--- src/rtl/kws_sched_pkg.sv ---
// Shared types and constants for the keyword-spotting inference scheduler.
package kws_sched_pkg;

    localparam int N_CLASS_DEF = 16;
    localparam int CW          = $clog2(N_CLASS_DEF);

    localparam logic [7:0] OVR_SAT = 8'hFF;

    typedef enum logic [1:0] {
        IDLE  = 2'd0,
        ARMED = 2'd1,
        RUN   = 2'd2,
        VOTE  = 2'd3
    } sched_state_t;

    typedef struct packed {
        logic          valid;
        logic [CW-1:0] cls;
    } vote_entry_t;

endpackage

--- src/rtl/kws_vote_unit.sv ---
// Result history shift register plus sliding-window majority vote.
// Ties resolve to the class whose latest occurrence is newest.
module kws_vote_unit
    import kws_sched_pkg::*;
#(
    parameter int VOTE_DEPTH = 4
) (
    input  logic                               clk,
    input  logic                               rst_n,
    input  logic                               clear,
    input  logic                               push,
    input  logic [CW-1:0]                      push_cls,
    input  logic [$clog2(VOTE_DEPTH+1)-1:0]    vote_len,
    output logic [CW-1:0]                      win_cls
);

    localparam int LW = $clog2(VOTE_DEPTH + 1);

    vote_entry_t           hist [VOTE_DEPTH];
    logic [LW-1:0]         win_len;
    logic [VOTE_DEPTH-1:0] in_win;
    logic [LW-1:0]         cnt;
    logic [LW-1:0]         best_cnt;

    // Entry 0 is the newest; valid entries are always contiguous from 0.
    always_ff @(posedge clk or negedge rst_n) begin
        if (!rst_n) begin
            for (int i = 0; i < VOTE_DEPTH; i++) hist[i] <= '0;
        end else if (clear) begin
            for (int i = 0; i < VOTE_DEPTH; i++) hist[i].valid <= 1'b0;
        end else if (push) begin
            hist[0] <= '{valid: 1'b1, cls: push_cls};
            for (int i = 1; i < VOTE_DEPTH; i++) hist[i] <= hist[i-1];
        end
    end

    always_comb begin
        win_len = vote_len;
        if (vote_len == '0) begin
            win_len = LW'(1);
        end else if (vote_len > LW'(VOTE_DEPTH)) begin
            win_len = LW'(VOTE_DEPTH);
        end
    end

    always_comb begin
        in_win = '0;
        for (int i = 0; i < VOTE_DEPTH; i++) begin
            in_win[i] = hist[i].valid && (LW'(i) < win_len);
        end
    end

    // Scanning newest-first with a strict compare keeps the most recent tied class.
    always_comb begin
        win_cls  = hist[0].cls;
        best_cnt = '0;
        cnt      = '0;
        for (int i = 0; i < VOTE_DEPTH; i++) begin
            cnt = '0;
            for (int j = 0; j < VOTE_DEPTH; j++) begin
                if (in_win[j] && (hist[j].cls == hist[i].cls)) cnt = cnt + LW'(1);
            end
            if (in_win[i] && (cnt > best_cnt)) begin
                best_cnt = cnt;
                win_cls  = hist[i].cls;
            end
        end
    end

endmodule

--- src/rtl/kws_inference_scheduler.sv ---
// Turns feature-extractor completions into accelerator runs, guards each run
// with a watchdog and publishes majority-voted classes on Result/Inf_Done.
module kws_inference_scheduler
    import kws_sched_pkg::*;
#(
    parameter int N_CLASS    = 16,
    parameter int VOTE_DEPTH = 4,
    parameter int TO_WIDTH   = 16
) (
    input  logic                              sys_clk,
    input  logic                              sys_rst_n,
    input  logic                              en_inf,
    input  logic [$clog2(VOTE_DEPTH+1)-1:0]   cfg_vote_len,
    input  logic [TO_WIDTH-1:0]               cfg_timeout,
    input  logic                              fe_complete,
    output logic                              acc_start,
    input  logic                              acc_done,
    input  logic [$clog2(N_CLASS)-1:0]        acc_result,
    output logic [$clog2(N_CLASS)-1:0]        Result,
    output logic                              Inf_Done,
    output logic                              busy,
    output logic [7:0]                        overrun_cnt,
    output logic                              timeout_err,
    output sched_state_t                      dbg_state
);

    sched_state_t          state;
    logic [TO_WIDTH-1:0]   wd_cnt;
    logic                  hist_clear;
    logic                  hist_push;
    logic                  wd_hit;
    logic [CW-1:0]         win_cls;

    assign dbg_state  = state;
    assign hist_clear = (state == IDLE) && en_inf;
    assign hist_push  = (state == RUN) && en_inf && acc_done;
    assign wd_hit     = (cfg_timeout != '0) && (wd_cnt == cfg_timeout);

    kws_vote_unit #(
        .VOTE_DEPTH (VOTE_DEPTH)
    ) u_vote (
        .clk      (sys_clk),
        .rst_n    (sys_rst_n),
        .clear    (hist_clear),
        .push     (hist_push),
        .push_cls (acc_result),
        .vote_len (cfg_vote_len),
        .win_cls  (win_cls)
    );

    always_ff @(posedge sys_clk or negedge sys_rst_n) begin
        if (!sys_rst_n) begin
            state       <= IDLE;
            acc_start   <= 1'b0;
            Result      <= '0;
            Inf_Done    <= 1'b0;
            busy        <= 1'b0;
            overrun_cnt <= '0;
            timeout_err <= 1'b0;
            wd_cnt      <= '0;
        end else begin
            acc_start <= 1'b0;
            Inf_Done  <= 1'b0;

            // Frames arriving while a run is in flight are dropped and counted.
            if ((state == RUN || state == VOTE) && fe_complete && overrun_cnt != OVR_SAT) begin
                overrun_cnt <= overrun_cnt + 8'd1;
            end

            if (!en_inf) begin
                state <= IDLE;
                busy  <= 1'b0;
            end else begin
                case (state)
                    IDLE: begin
                        state       <= ARMED;
                        overrun_cnt <= '0;
                        timeout_err <= 1'b0;
                    end
                    ARMED: begin
                        wd_cnt <= '0;
                        if (fe_complete) begin
                            state     <= RUN;
                            acc_start <= 1'b1;
                            busy      <= 1'b1;
                        end
                    end
                    RUN: begin
                        wd_cnt <= wd_cnt + TO_WIDTH'(1);
                        // A completion in the match cycle beats the watchdog.
                        if (acc_done) begin
                            state <= VOTE;
                        end else if (wd_hit) begin
                            timeout_err <= 1'b1;
                            state       <= ARMED;
                            busy        <= 1'b0;
                        end
                    end
                    VOTE: begin
                        Result   <= win_cls;
                        Inf_Done <= 1'b1;
                        state    <= ARMED;
                        busy     <= 1'b0;
                    end
                    default: state <= IDLE;
                endcase
            end
        end
    end

endmodule

--- config.mk ---
export PLATFORM = sky130hd
export DESIGN_NAME = kws_inference_scheduler
export DESIGN_NICKNAME = d
export VERILOG_FILES = /design/src/rtl/kws_sched_pkg.sv /design/src/rtl/kws_vote_unit.sv /design/src/rtl/kws_inference_scheduler.sv
export SDC_FILE = /design/constraint.sdc
export NUM_CORES = 1
export LEC_CHECK = 0
export CAP_MARGIN = 5
export CORE_MARGIN = 4
export CORE_UTILIZATION = 36
export DETAILED_ROUTE_END_ITERATION = 16
export PLACE_DENSITY = 0.53
export SLEW_MARGIN = 20
export SYNTH_ARGS = -nofsm -noshare
export SYNTH_HDL_FRONTEND = slang
export SYNTH_SLANG_ARGS = --single-unit
--- constraint.sdc ---
create_clock -name sys_clk -period 7.2 [get_ports sys_clk]
set_clock_uncertainty 0.15 [all_clocks]
set_input_delay 1.08 -clock sys_clk [delete_from_list [all_inputs] [get_ports sys_clk]]
set_output_delay 1.08 -clock sys_clk [all_outputs]
set_load 0.01 [all_outputs]
-- After elaboration in Yosys (flattened, before gate mapping)
Index checks and enable logic that the tools add are counted.
- output and inout bits: 18
- input port bits: 28
- logic and storage cells: 155
- flip-flop bits (word level): 54
- muxes and demuxes: 51
- equal/unequal tests: 24
- bitwise operators: 1
- magnitude comparators: 9
- add/subtract/negate cells: 14
- reduce and logical (&&, ||, !) cells: 40
- operators with widths (operator ; count):
    $mux 3 ; 17
    $eq 4x4->1 ; 12
    $pmux 16 s2 ; 1
    $logic_and 1x1->1 ; 26
    $add 3x1->3 const B ; 8
    $mux 8 ; 3
    $mux 20 ; 1
    $mux 1 ; 19
    $add 16x1->16 const B ; 1
    $eq 16x16->1 ; 1
    $reduce_bool 16->1 ; 1
    $mux 4 ; 3
    $gt 3x3->1 ; 3
    $ne 3x3->1 const B ; 3
    $add 1x1->2 const B ; 4
    $add 8x1->8 const B ; 1
    $mux 2 ; 4
    $ne 8x8->1 const B ; 1
    $reduce_and 2->1 ; 4
    $reduce_and 4->1 ; 2
    $lt 1x3->1 const A ; 2
    $lt 2x3->1 const A ; 2
    $pmux 2 s3 ; 1
    $reduce_bool 2->1 ; 3
    14 further kinds ; 16

-- Depth between registers and ports, before layout
Gate-level depths: netlist (run 1).
- word-level depth: 24
- depth in mapped cells: 34
- depth with buffers taken out: 31

-- Cells and area by module
A second synthesis (run 1) with hierarchy kept.
- cells, all modules: 430
- area total of the unflattened synthesis: 4067.7 um2
- by module, submodules not included (module ; instances ; area an instance (um2) ; sequential area each (um2) ; cells an instance):
    kws_vote_unit ; 1 ; 2123.3 ; 500.5 ; 233
    kws_inference_scheduler ; 1 ; 1944.4 ; 850.8 ; 197

-- Worst setup path before layout (run 1)
Ideal clock, no wire load.
- path kind: input port to flip-flop
- from: input cfg_vote_len[2]
- to: register Result[2]
- library setup time: 0.139 ns
- data required time: 6.911 ns
- path buffers: 2
- data arrival time: 6.227 ns
- path slack: 0.684 ns
- cell stages on the path: 30
- cells stage by stage: o21a_1 > nand2_1 > inv_1 > ha_1 > xnor2_1 > ha_1 > nor2_1 > or3_1 > ha_1 > nor2b_1 > o21a_1 > o21ai_2 > buf_4 > o211ai_1 > o32ai_2 > inv_1 > ha_1 > nor2b_1 > o21a_1 > o211ai_1 > buf_2 > nor2_1 > a221o_1 > ha_1 > inv_1 > a21o_1 > a21oi_1 > a311oi_1 > a211o_1 > a31oi_1
- longest elaborated chain between the ends: 24
- elaborated cells on any way between the ends: 66
- classes of those cells: add/sub (12); order compare (9); mux (24); reduce/logical (21)
- ends and longest elaborated chain (element ; line ; source):
    start: declaration ; kws_inference_scheduler.sv:13 ; input logic [$clog2(VOTE_DEPTH+1)-1:0] cfg_vote_len,
    $gt 3x3->1 ; kws_vote_unit.sv:41 ; end else if (vote_len > LW'(VOTE_DEPTH)) begin
    $mux 3 ; kws_vote_unit.sv:41 ;
    $mux 3 * ; kws_vote_unit.sv:39 ; if (vote_len == '0) begin
    $lt 1x3->1 ; kws_vote_unit.sv:49 ; in_win[i] = hist[i].valid && (LW'(i) < win_len);
    $logic_and 1x1->1 ; kws_vote_unit.sv:49 ;
    $mux 1 ; kws_vote_unit.sv:61 ; if (in_win[j] && (hist[j].cls == hist[i].cls)) cnt = cnt + LW'(1);
    $add 1x1->2 ; kws_vote_unit.sv:61 ;
    $mux 3 ; kws_vote_unit.sv:61 ;
    (+8 left out) ; - ;
    $logic_and 1x1->1 ; kws_vote_unit.sv:63 ; if (in_win[i] && (cnt > best_cnt)) begin
    $mux 3 ; kws_vote_unit.sv:63 ;
    $gt 3x3->1 ; kws_vote_unit.sv:63 ;
    $logic_and 1x1->1 ; kws_vote_unit.sv:63 ;
    $mux 3 ; kws_vote_unit.sv:63 ;
    $gt 3x3->1 ; kws_vote_unit.sv:63 ;
    $logic_and 1x1->1 ; kws_vote_unit.sv:63 ;
    $mux 4 * ; kws_vote_unit.sv:63 ;
    end signal: assignment ; kws_inference_scheduler.sv:100 ; Result <= win_cls;
    end: declaration ; kws_inference_scheduler.sv:19 ; output logic [$clog2(N_CLASS)-1:0] Result,
Mark *: on every way between the ends. The rest lies on a longest branch, timed or not.
A chain may end at the register's enable or synchronous reset.

-- Worst setup path after layout (run 1)
Same ends and word-level chain as after synthesis.

==> flow_metrics.py, run 1 <==
metrics = {
    "detailed_routing": {
        "avgRoutedWirePerCell_um": 14.47,
        "drtIter0Drc": 195,
        "drc": 0,
        "via_per_inst": 5.041,
        "ant_nets": 0,
        "drtPass1Iterations": 4,
        "vias": 3171,
        "routed_wl_mm": 9.099,
    },
    "clock_tree": {
        "clk_latency_ps": 310,
        "post_cts_buffers": 0,
        "clockBufferDepth": 2,
        "tritoncts.num_buffers": 5,
        "path_clk_slew_ps": 100,
        "cts_hold_buf": 0,
        "cts_sinks": 54,
        "cts_tree": "done",
        "root_buffer": "clkbuf_8",
        "cts-htree-levels": 2,
        "cts_resized": 0,
    },
    "yosys": {
        "netlist-cell-type-count": 56,
        "synth_cells": 459,
        "synth_area_leaders": "dfrtp_1 (34%), ha_1 (8.4%), xnor2_1 (7.6%)",
        "syn_area_per_cell_um2": 8.739,
        "ys_ff_latch": 54,
        "synth_nets": 514,
        "synth_top_area_frac": 0.3369,
        "ys_seq_area_frac": 0.3369,
        "synth_fa_ha_area_frac": 0.08422,
        "synth_xor_area_frac": 0.1578,
        "synth_warnings": 0,
        "synth.area.mux_share": 0.02558,
        "yosysTopAreaCell": "dfrtp_1",
        "synth_top_family_by_area": "simple AND/OR/NAND/NOR gates",
        "synth-simple-area-share": 0.2289,
        "syn-cell-area_um2": 4011,
        "synth-compound-area-share": 0.1085,
    },
    "placement": {
        "dp_hpwl_mm": 6.870,
        "io_buffers": 45,
        "place_area_um2": 4508,
        "gp_congestion": 0.8128,
    },
    "floorplanning": {
        "die-area_um2": 12900,
        "start_util": 0.3684,
        "die-height_um": 113.6,
        "rows": 38,
        "ios": 46,
        "core_um2": 10890,
        "fp.dieW_um": 113.6,
    },
    "sta": {
        "grt_setup_unrepaired": "false",
        "period_needed_ps": 6670,
        "worstMarginPinSlew_ps": 760.0,
        "setup_viol": 0,
        "fmax_mhz": 149.9,
        "fin_setup_tns_ps": 0,
        "final_max_slew_viol_count": 0,
        "holdWs_ps": 384.5,
        "hold_viol_final": 0,
        "finalCritPeriodShare": 0.9265,
        "slew_headroom": 0.4914,
    },
    "pwr": {
        "power-per-cell-area_nw_per_um2": 212.3,
        "peakVddDrop_v": 0.0001225,
        "finalPower_uw": 977.4,
        "leakage_uw": 0.002118,
    },
    "worst_setup_path": {
        "path_max_fanout": 10,
        "cp_slowest_cell": "clkdlybuf4s50_1",
        "setup.worst_path.end": "Result[2]",
        "timing.reg2reg.setup_slack_ps": 810,
        "worstPathArrival_ps": 6750,
        "reg2reg_to": "Result[2]",
        "r2r_cells": 30,
        "cp-startpoint": "cfg_vote_len[2]",
        "crit_type": "input pin to flip-flop",
        "start_kind": "input pin",
        "slowest_delay_ps": 510,
        "cpMostUsedCell": "ha_1",
        "cp-end-kind": "flip-flop",
        "timing.rr.start": "u_vote.hist[16]",
        "crit_required_ps": 7280,
    },
    "grt": {
        "grt_overflow_total": 0,
        "grt_util_all_layers": 0.1466,
        "grt_antenna_before_repair": 0,
        "grt_pass1_wl_mm": 15.65,
        "grt_max_degree": 55,
        "grt_pass1_vias": 3213,
    },
    "run": {
        "maxCapViolCount": 0,
    },
    "worst_hold_path": {
        "hold_path_class": "flip-flop to flip-flop",
    },
    "final_layout": {
        "area_growth_pct": 14.75,
        "final_nets": 544,
        "antenna_cells": 0,
        "final_layout_size_suffix_gt1_frac": 0.06953,
        "fin_area_um2": 4603,
        "fillers": 1102,
    },
    "status": {
        "status": "finished clean",
    },
}
synth_stat cells, drive strengths merged:
cell type  number
a211o           4
a21o            4
a21oi          10
a221o           1
a221oi          1
a22o            4
a2bb2oi         1
a311oi          1
a31oi           5
a41oi           1
and2            7
and3            6
and4            4
buf            15
clkbuf         14
dfrtp          54
ha             27
inv            19
mux2            2
mux2i           8
nand2          79
nand2b          2
nand3          16
nand4          10
nor2           40
nor2b           5
nor3            8
nor4            9
o211a           2
o211ai          2
o21a            3
o21ai          15
o22ai           2
o311ai          1
o32a            1
o32ai           3
or2             2
or3             3
xnor2          36
xnor3           1
xor2           31
kinds of logic after synthesis:
group / count (synthesis)
AND/OR/NAND/NOR: 191
adder cells (fa/ha/maj): 27
flip-flops: 54
buffers and inverters: 48
multiplexers: 10
XOR/XNOR: 68
AO/OA/AOI/OAI: 61
routing by layer:
metal	part of all wire	GRT usage
met1	0.48	0.1983
met3	0.032	0.02759
met2	0.47	0.2426
met5	0	0
met4	0.013	0.03606
metrics by stage:
step	setup WS, ps	utilization	std cells
after floorplan	684.1	-	459
final	529.6	0.4228	629
after global placement	381.3	0.4140	620
after CTS	429.2	0.4214	627
after detailed placement	112.2	0.4140	620
after global routing	107.1	0.4228	629
flip-flops by register name (all words and copies together) (netlist names):
register,cells
Inf_Done,1
dbg_state,2
busy,1
timeout_err,1
wd_cnt,16
Result,4
acc_start,1
overrun_cnt,8
u_vote.hist,20
worst max-delay path: cells and delay by family:
family / cells / cell delay, ps
xor+xnor: 1 / 150
compound gates: 11 / 1880
simple gates: 6 / 850
fa+ha+maj: 5 / 1460
buf+inv: 7 / 1320
report_power, final:
group	internal [uW]	switching [uW]	leakage, uW
Clock	67.2	102	0.0000373
Combinational	188	198	0.00135
Sequential	348	74.7	0.000734
how the worst min path moves through the flow:
stage	startpoint	depth (start not counted)	end
2_1_floorplan	u_vote.hist[14]	2	u_vote.hist[14]
3_3_place_gp	u_vote.hist[4]	1	u_vote.hist[4]
3_5_place_dp	u_vote.hist[4]	1	u_vote.hist[4]
4_1_cts	u_vote.hist[4]	1	u_vote.hist[4]
5_1_grt	u_vote.hist[4]	1	u_vote.hist[4]
6_report	u_vote.hist[4]	1	u_vote.hist[4]
cells in the final DEF (no fill, tap or decap), drive strengths merged, types with 15 or more instances in the layout:
| master | n |
|---|---|
| xor2 | 31 |
| ha | 27 |
| xnor2 | 36 |
| nor2 | 40 |
| o21ai | 15 |
| clkdlybuf4s50 | 44 |
| nand3 | 16 |
| nand2 | 79 |
| dfrtp | 54 |
| inv | 19 |
cell type report:
| class | instances | area, um^2 | share of cell area |
|---|---|---|---|
| Clock buffer | 6 | 72.57 | 0.01577 |
| Clock inverter | 1 | 7.507 | 0.001631 |
| Inverter | 19 | 71.32 | 0.01549 |
| Multi-Input combinational cell | 357 | 2427 | 0.5273 |
| Sequential cell | 54 | 1351 | 0.2936 |
| Tap cell | 140 | 175.2 | 0.03805 |
| Timing Repair Buffer | 52 | 498.0 | 0.1082 |
(Power assumes the default switching activity.)
==> run 2: changes to the inputs <==
- CORE_UTILIZATION: 36 -> 33
- PLACE_DENSITY: 0.53 -> 0.5
- SETUP_SLACK_MARGIN: unset -> 0.5
==> run 2 against run 1 <==
Critical endpoint unchanged. Routed wire length rose by 0.22%. Worst hold slack lost 6.6 ps. Utilization is 2.6 points lower. Via count decreased by 0.41%. Sequential power barely moved.
==> flow_metrics.py, run 2 (synthesized netlist as in run 1, its figures left out) <==
metrics = {
    "status": {
        "status": "finished clean",
    },
    "sta": {
        "period_needed_ps": 6329,
        "slew_headroom": 0.5085,
        "fmax_mhz": 158.0,
        "setup_viol": 0,
        "holdWs_ps": 377.9,
        "hold_viol_final": 0,
        "final_max_slew_viol_count": 0,
        "worstMarginPinSlew_ps": 734.5,
        "finalCritPeriodShare": 0.8790,
        "fin_setup_tns_ps": 0,
        "grt_setup_unrepaired": "false",
    },
    "worst_setup_path": {
        "cp-startpoint": "cfg_vote_len[1]",
        "worstPathArrival_ps": 6400,
        "slowest_delay_ps": 470,
        "start_kind": "input pin",
        "cp_slowest_cell": "clkdlybuf4s50_1",
        "cp-end-kind": "flip-flop",
        "cpMostUsedCell": "ha_1",
        "timing.rr.start": "u_vote.hist[16]",
        "crit_required_ps": 7270,
        "path_max_fanout": 10,
        "crit_type": "input pin to flip-flop",
    },
    "clock_tree": {
        "cts_tree": "done",
        "root_buffer": "clkbuf_16",
        "cts_sinks": 54,
        "cts_hold_buf": 0,
        "cts-htree-levels": 2,
        "clockBufferDepth": 2,
        "path_clk_slew_ps": 70,
        "tritoncts.num_buffers": 5,
        "clk_latency_ps": 290,
    },
    "final_layout": {
        "largest_reg_flops": 20,
        "top_regs": "u_vote.hist x20, wd_cnt x16, overrun_cnt x8",
        "layout_commonest_cell": "nand2_1",
        "final_nets": 548,
        "final_layout_size_suffix_gt1_frac": 0.09128,
        "final_cell_mix": "nand2_1 (76), dfrtp_1 (54), clkdlybuf4s50_1 (43)",
        "top_register": "u_vote.hist",
        "area_growth_pct": 18.37,
        "antenna_cells": 0,
    },
    "floorplanning": {
        "ios": 46,
        "start_util": 0.3354,
        "die-height_um": 118.3,
        "core_um2": 11960,
        "die-area_um2": 13980,
        "rows": 40,
        "fp.dieW_um": 118.3,
    },
    "grt": {
        "grt_util_met1": 0.1722,
        "gr-usage-met3": 0.02488,
        "top_usage_layer": "met2",
        "grt_use_met2": 0.2390,
        "grt_max_degree": 55,
        "grt_overflow_total": 0,
        "grt_util_all_layers": 0.1372,
        "grt_antenna_before_repair": 0,
        "grt_pass1_vias": 3265,
        "grt_pass1_wl_mm": 16.07,
    },
    "worst_hold_path": {
        "worstHoldStart": "u_vote.hist[4]",
        "hold_path_class": "flip-flop to flip-flop",
    },
    "placement": {
        "dp_hpwl_mm": 6.999,
        "gp_congestion": 0.8452,
        "io_buffers": 45,
    },
    "pwr": {
        "p_switching_uw": 382.8,
        "peakVddDrop_v": 0.00009723,
        "clkPwrFrac": 0.226,
        "seqPwrFrac": 0.403,
        "power-per-cell-area_nw_per_um2": 220.7,
        "internal-power_uw": 665.0,
        "pwr-share-comb": 0.372,
        "switching_share": 0.3653,
        "leakage_uw": 0.002183,
    },
    "detailed_routing": {
        "drtPass1Iterations": 4,
        "avgRoutedWirePerCell_um": 14.25,
        "drtIter0Drc": 119,
        "ant_nets": 0,
        "routed_wl_mm": 9.119,
        "via_per_inst": 4.934,
        "drc": 0,
        "vias": 3158,
    },
    "run": {
        "maxCapViolCount": 0,
    },
}
==> run 2: cell types whose count changed in the layout (fill, tap and decap cells not counted), moves of 2 or more <==
cell and change:
clkbuf_16 +5, clkbuf_8 -5, buf_4 +3, o21ai_1 +2
o21ai_0 -2
==> run 2: worst max-delay path, delay by kind of cell <==
kind | cells | cell delay [ps]
compound gates | 11 | 1780
simple gates | 6 | 830
fa+ha+maj | 5 | 1390
xor+xnor | 1 | 130
buf+inv | 6 | 1150
==> run 2: path summary, 6_finish.rpt <==
check / to / slack, ps / cells past startpoint
min reg2reg: u_vote.hist[4] / 380 / 1
max: Result[2] / 870 / 29
min: u_vote.hist[4] / 380 / 1
max in group asynchronous: timeout_err / 5670 / 2
max reg2reg: Result[2] / 1100 / 29
min in group asynchronous: Inf_Done / 760 / 2
==> run 2: final cells by class <==
type,count,area [um^2]
tap,147,183.9
timing repair buffer,56,534.3
clock buffer,5,125.1
sequential,54,1351
inverter,19,71.32
multi-input combinational,357,2467
clock inverter,2,15.01
fill,1197,7213
==> run 2: metrics by stage <==
step                      setup slack [ps]  instance area [um^2]  utilization  std cells  power, uW
after floorplan                      684.1                  4011            -        459      704.3
after global placement               355.5                  4517       0.3776        627      816.1
after detailed placement             152.5                  4517       0.3776        627      821.6
after CTS                            657.0                  4672       0.3906        636       1065
after global routing                 526.4                  4748       0.3970        640       1131
final                                871.1                  4748       0.3970        640       1048
==> run 2: power by group through the flow <==
stage / combinational, uW / clock [uW] / sequential [uW]
floorplan: 317 / 0 / 387
global placement: 388 / 0 / 428
detailed placement: 392 / 0 / 429
CTS: 394 / 248 / 423
global route: 436 / 262 / 432
finish: 390 / 236 / 422
==> run 2: what timing repair did <==
action | 4_1_cts | 5_1_grt
pin swaps | 1 | 4
resized for setup | 0 | 11
setup buffers | 2 | 4
endpoints found under the setup margin | 4 | 4
==> run 2: layer usage <==
metal	share of wire	wire (um)
met3	0.029	265
met2	0.49	4509
met1	0.46	4179
met4	0.018	165
met5	0	0
==> run 3: changes to the inputs <==
- MAX_ROUTING_LAYER: unset -> met4
- SLEW_MARGIN: 20 -> unset
==> run 3 against run 2 <==
Combinational power hardly changed. Clock-buffer cell count stayed put. Utilization stayed put. Via count is 0.13% higher. Cell area stayed put. Critical path type unchanged. Largest cell class unchanged.
==> flow_metrics.py, run 3 (synthesized netlist as in run 1, its figures left out) <==
metrics = {
    "status": {
        "status": "finished clean",
    },
    "worst_hold_path": {
        "min_to": "u_vote.hist[4]",
        "whs_path_depth": 1,
        "hold_path_class": "flip-flop to flip-flop",
        "worstHoldStart": "u_vote.hist[4]",
    },
    "sta": {
        "fmax_mhz": 158.0,
        "grt_setup_unrepaired": "false",
        "finalCritPeriodShare": 0.8791,
        "worstMarginPinSlew_ps": 734.8,
        "setup_viol": 0,
        "final_max_slew_viol_count": 0,
        "fin_setup_tns_ps": 0,
        "slew_headroom": 0.5084,
        "hold_viol_final": 0,
        "period_needed_ps": 6329,
    },
    "floorplanning": {
        "fp.dieW_um": 118.3,
        "die-height_um": 118.3,
        "core_um2": 11960,
        "start_util": 0.3354,
        "rows": 40,
        "die-area_um2": 13980,
        "ios": 46,
    },
    "detailed_routing": {
        "drc": 0,
        "drtIter0Drc": 132,
        "avgRoutedWirePerCell_um": 14.23,
        "via_per_inst": 4.941,
        "routed_wl_mm": 9.105,
        "drtPass1Iterations": 4,
        "ant_nets": 0,
        "vias": 3162,
    },
    "grt": {
        "grt_overflow_total": 0,
        "grt_max_degree": 55,
        "grt_pass1_vias": 3279,
        "grt_util_all_layers": 0.1409,
        "grt_antenna_before_repair": 0,
        "grt_pass1_wl_mm": 16.04,
    },
    "clock_tree": {
        "cts-htree-levels": 2,
        "path_clk_slew_ps": 70,
        "root_buffer": "clkbuf_16",
        "clk_latency_ps": 290,
        "tritoncts.num_buffers": 5,
        "cts_tree": "done",
        "cts_sinks": 54,
        "clockBufferDepth": 2,
    },
    "pwr": {
        "leakage_uw": 0.002183,
        "peakVddDrop_v": 0.00009772,
        "power-per-cell-area_nw_per_um2": 220.8,
    },
    "final_layout": {
        "top_register": "u_vote.hist",
        "final_cell_mix": "nand2_1 (76), dfrtp_1 (54), clkdlybuf4s50_1 (43)",
        "multi_input_area_um2": 2467,
        "final_layout_size_suffix_gt1_frac": 0.09128,
        "top_regs": "u_vote.hist x20, wd_cnt x16, overrun_cnt x8",
        "largest_reg_flops": 20,
        "antenna_cells": 0,
        "fillers": 1197,
        "final_nets": 548,
        "seqCellArea_um2": 1351,
        "area_growth_pct": 18.37,
        "layout_commonest_cell": "nand2_1",
        "final_util": 0.3970,
    },
    "worst_setup_path": {
        "reg2reg_to": "Result[2]",
        "r2r_cells": 31,
        "slowest_delay_ps": 470,
        "crit_required_ps": 7270,
        "cp-end-kind": "flip-flop",
        "cp_slowest_cell": "clkdlybuf4s50_1",
        "worstPathArrival_ps": 6400,
        "timing.rr.start": "u_vote.hist[16]",
        "cpMostUsedCell": "ha_1",
        "start_kind": "input pin",
        "path_max_fanout": 10,
        "timing.reg2reg.setup_slack_ps": 1090,
        "crit_type": "input pin to flip-flop",
    },
    "run": {
        "maxCapViolCount": 0,
    },
    "placement": {
        "dp_hpwl_mm": 6.999,
        "io_buffers": 45,
        "gp_congestion": 0.8585,
    },
}
==> run 3: cell counts in the layout (fill, tap and decap cells not counted) <==
No cell type changed its count.
==> run 3: power by group <==
group          internal, uW  total (uW)  switching [uW]  leakage (uW)
sequential              349         422            73.3      0.000734
combinational           189         389             200       0.00139
clock                   127         238             110     0.0000619
total                   665        1050             384       0.00218
==> run 3: worst max-delay path by stage <==
stage | startpoint | slack (ps) | depth (start not counted) | end
global placement | cfg_vote_len[2] | 360 | 30 | Result[2]
detailed placement | cfg_vote_len[2] | 150 | 30 | Result[2]
floorplan | cfg_vote_len[2] | 680 | 30 | Result[2]
global route | cfg_vote_len[1] | 530 | 31 | Result[2]
finish | cfg_vote_len[1] | 870 | 31 | Result[2]
CTS | cfg_vote_len[2] | 660 | 31 | Result[2]
==> run 3: metal layers <==
layer  global-route usage  vias up  routed length, um
li1                     -     1618                  -
met1               0.1725     1488               4203
met2               0.2387       44               4497
met3              0.02392       12                235
met4              0.04176        0                168
met5                    -        -                  0
==> run 3: metrics by stage <==
step | area [um^2] | hold slack, ps | cells | worst slack, ps | total power [uW]
6_report | 4748 | 377.9 | 640 | 870.5 | 1049
3_5_place_dp | 4517 | 359.7 | 627 | 152.5 | 821.6
5_1_grt | 4748 | 399.7 | 640 | 525.4 | 1130
2_1_floorplan | 4011 | 320.7 | 459 | 684.1 | 704.3
3_3_place_gp | 4517 | 361.1 | 627 | 355.5 | 816.1
4_1_cts | 4672 | 382.2 | 636 | 657.0 | 1065
==> run 3: area by class of cell <==
type | instances | share of cell area
Clock inverter | 2 | 0.003162
Timing Repair Buffer | 56 | 0.1125
Tap cell | 147 | 0.03874
Multi-Input combinational cell | 357 | 0.5196
Sequential cell | 54 | 0.2846
Clock buffer | 5 | 0.02635
Inverter | 19 | 0.01502
==> run 3: timing repair <==
item	4_1_cts	5_1_grt
endpoints found under the setup margin	4	4
resized for setup	0	11
gates cloned	0	0
pin swaps	1	4
buffers inserted	2	4
hold buffers	0	0
==> run 3: worst max-delay path: cells and delay by family <==
| family | cells | cell delay (ps) |
|---|---|---|
| fa+ha+maj | 5 | 1220 |
| compound gates | 12 | 1910 |
| simple gates | 6 | 850 |
| xor+xnor | 1 | 130 |
| buf+inv | 7 | 1200 |
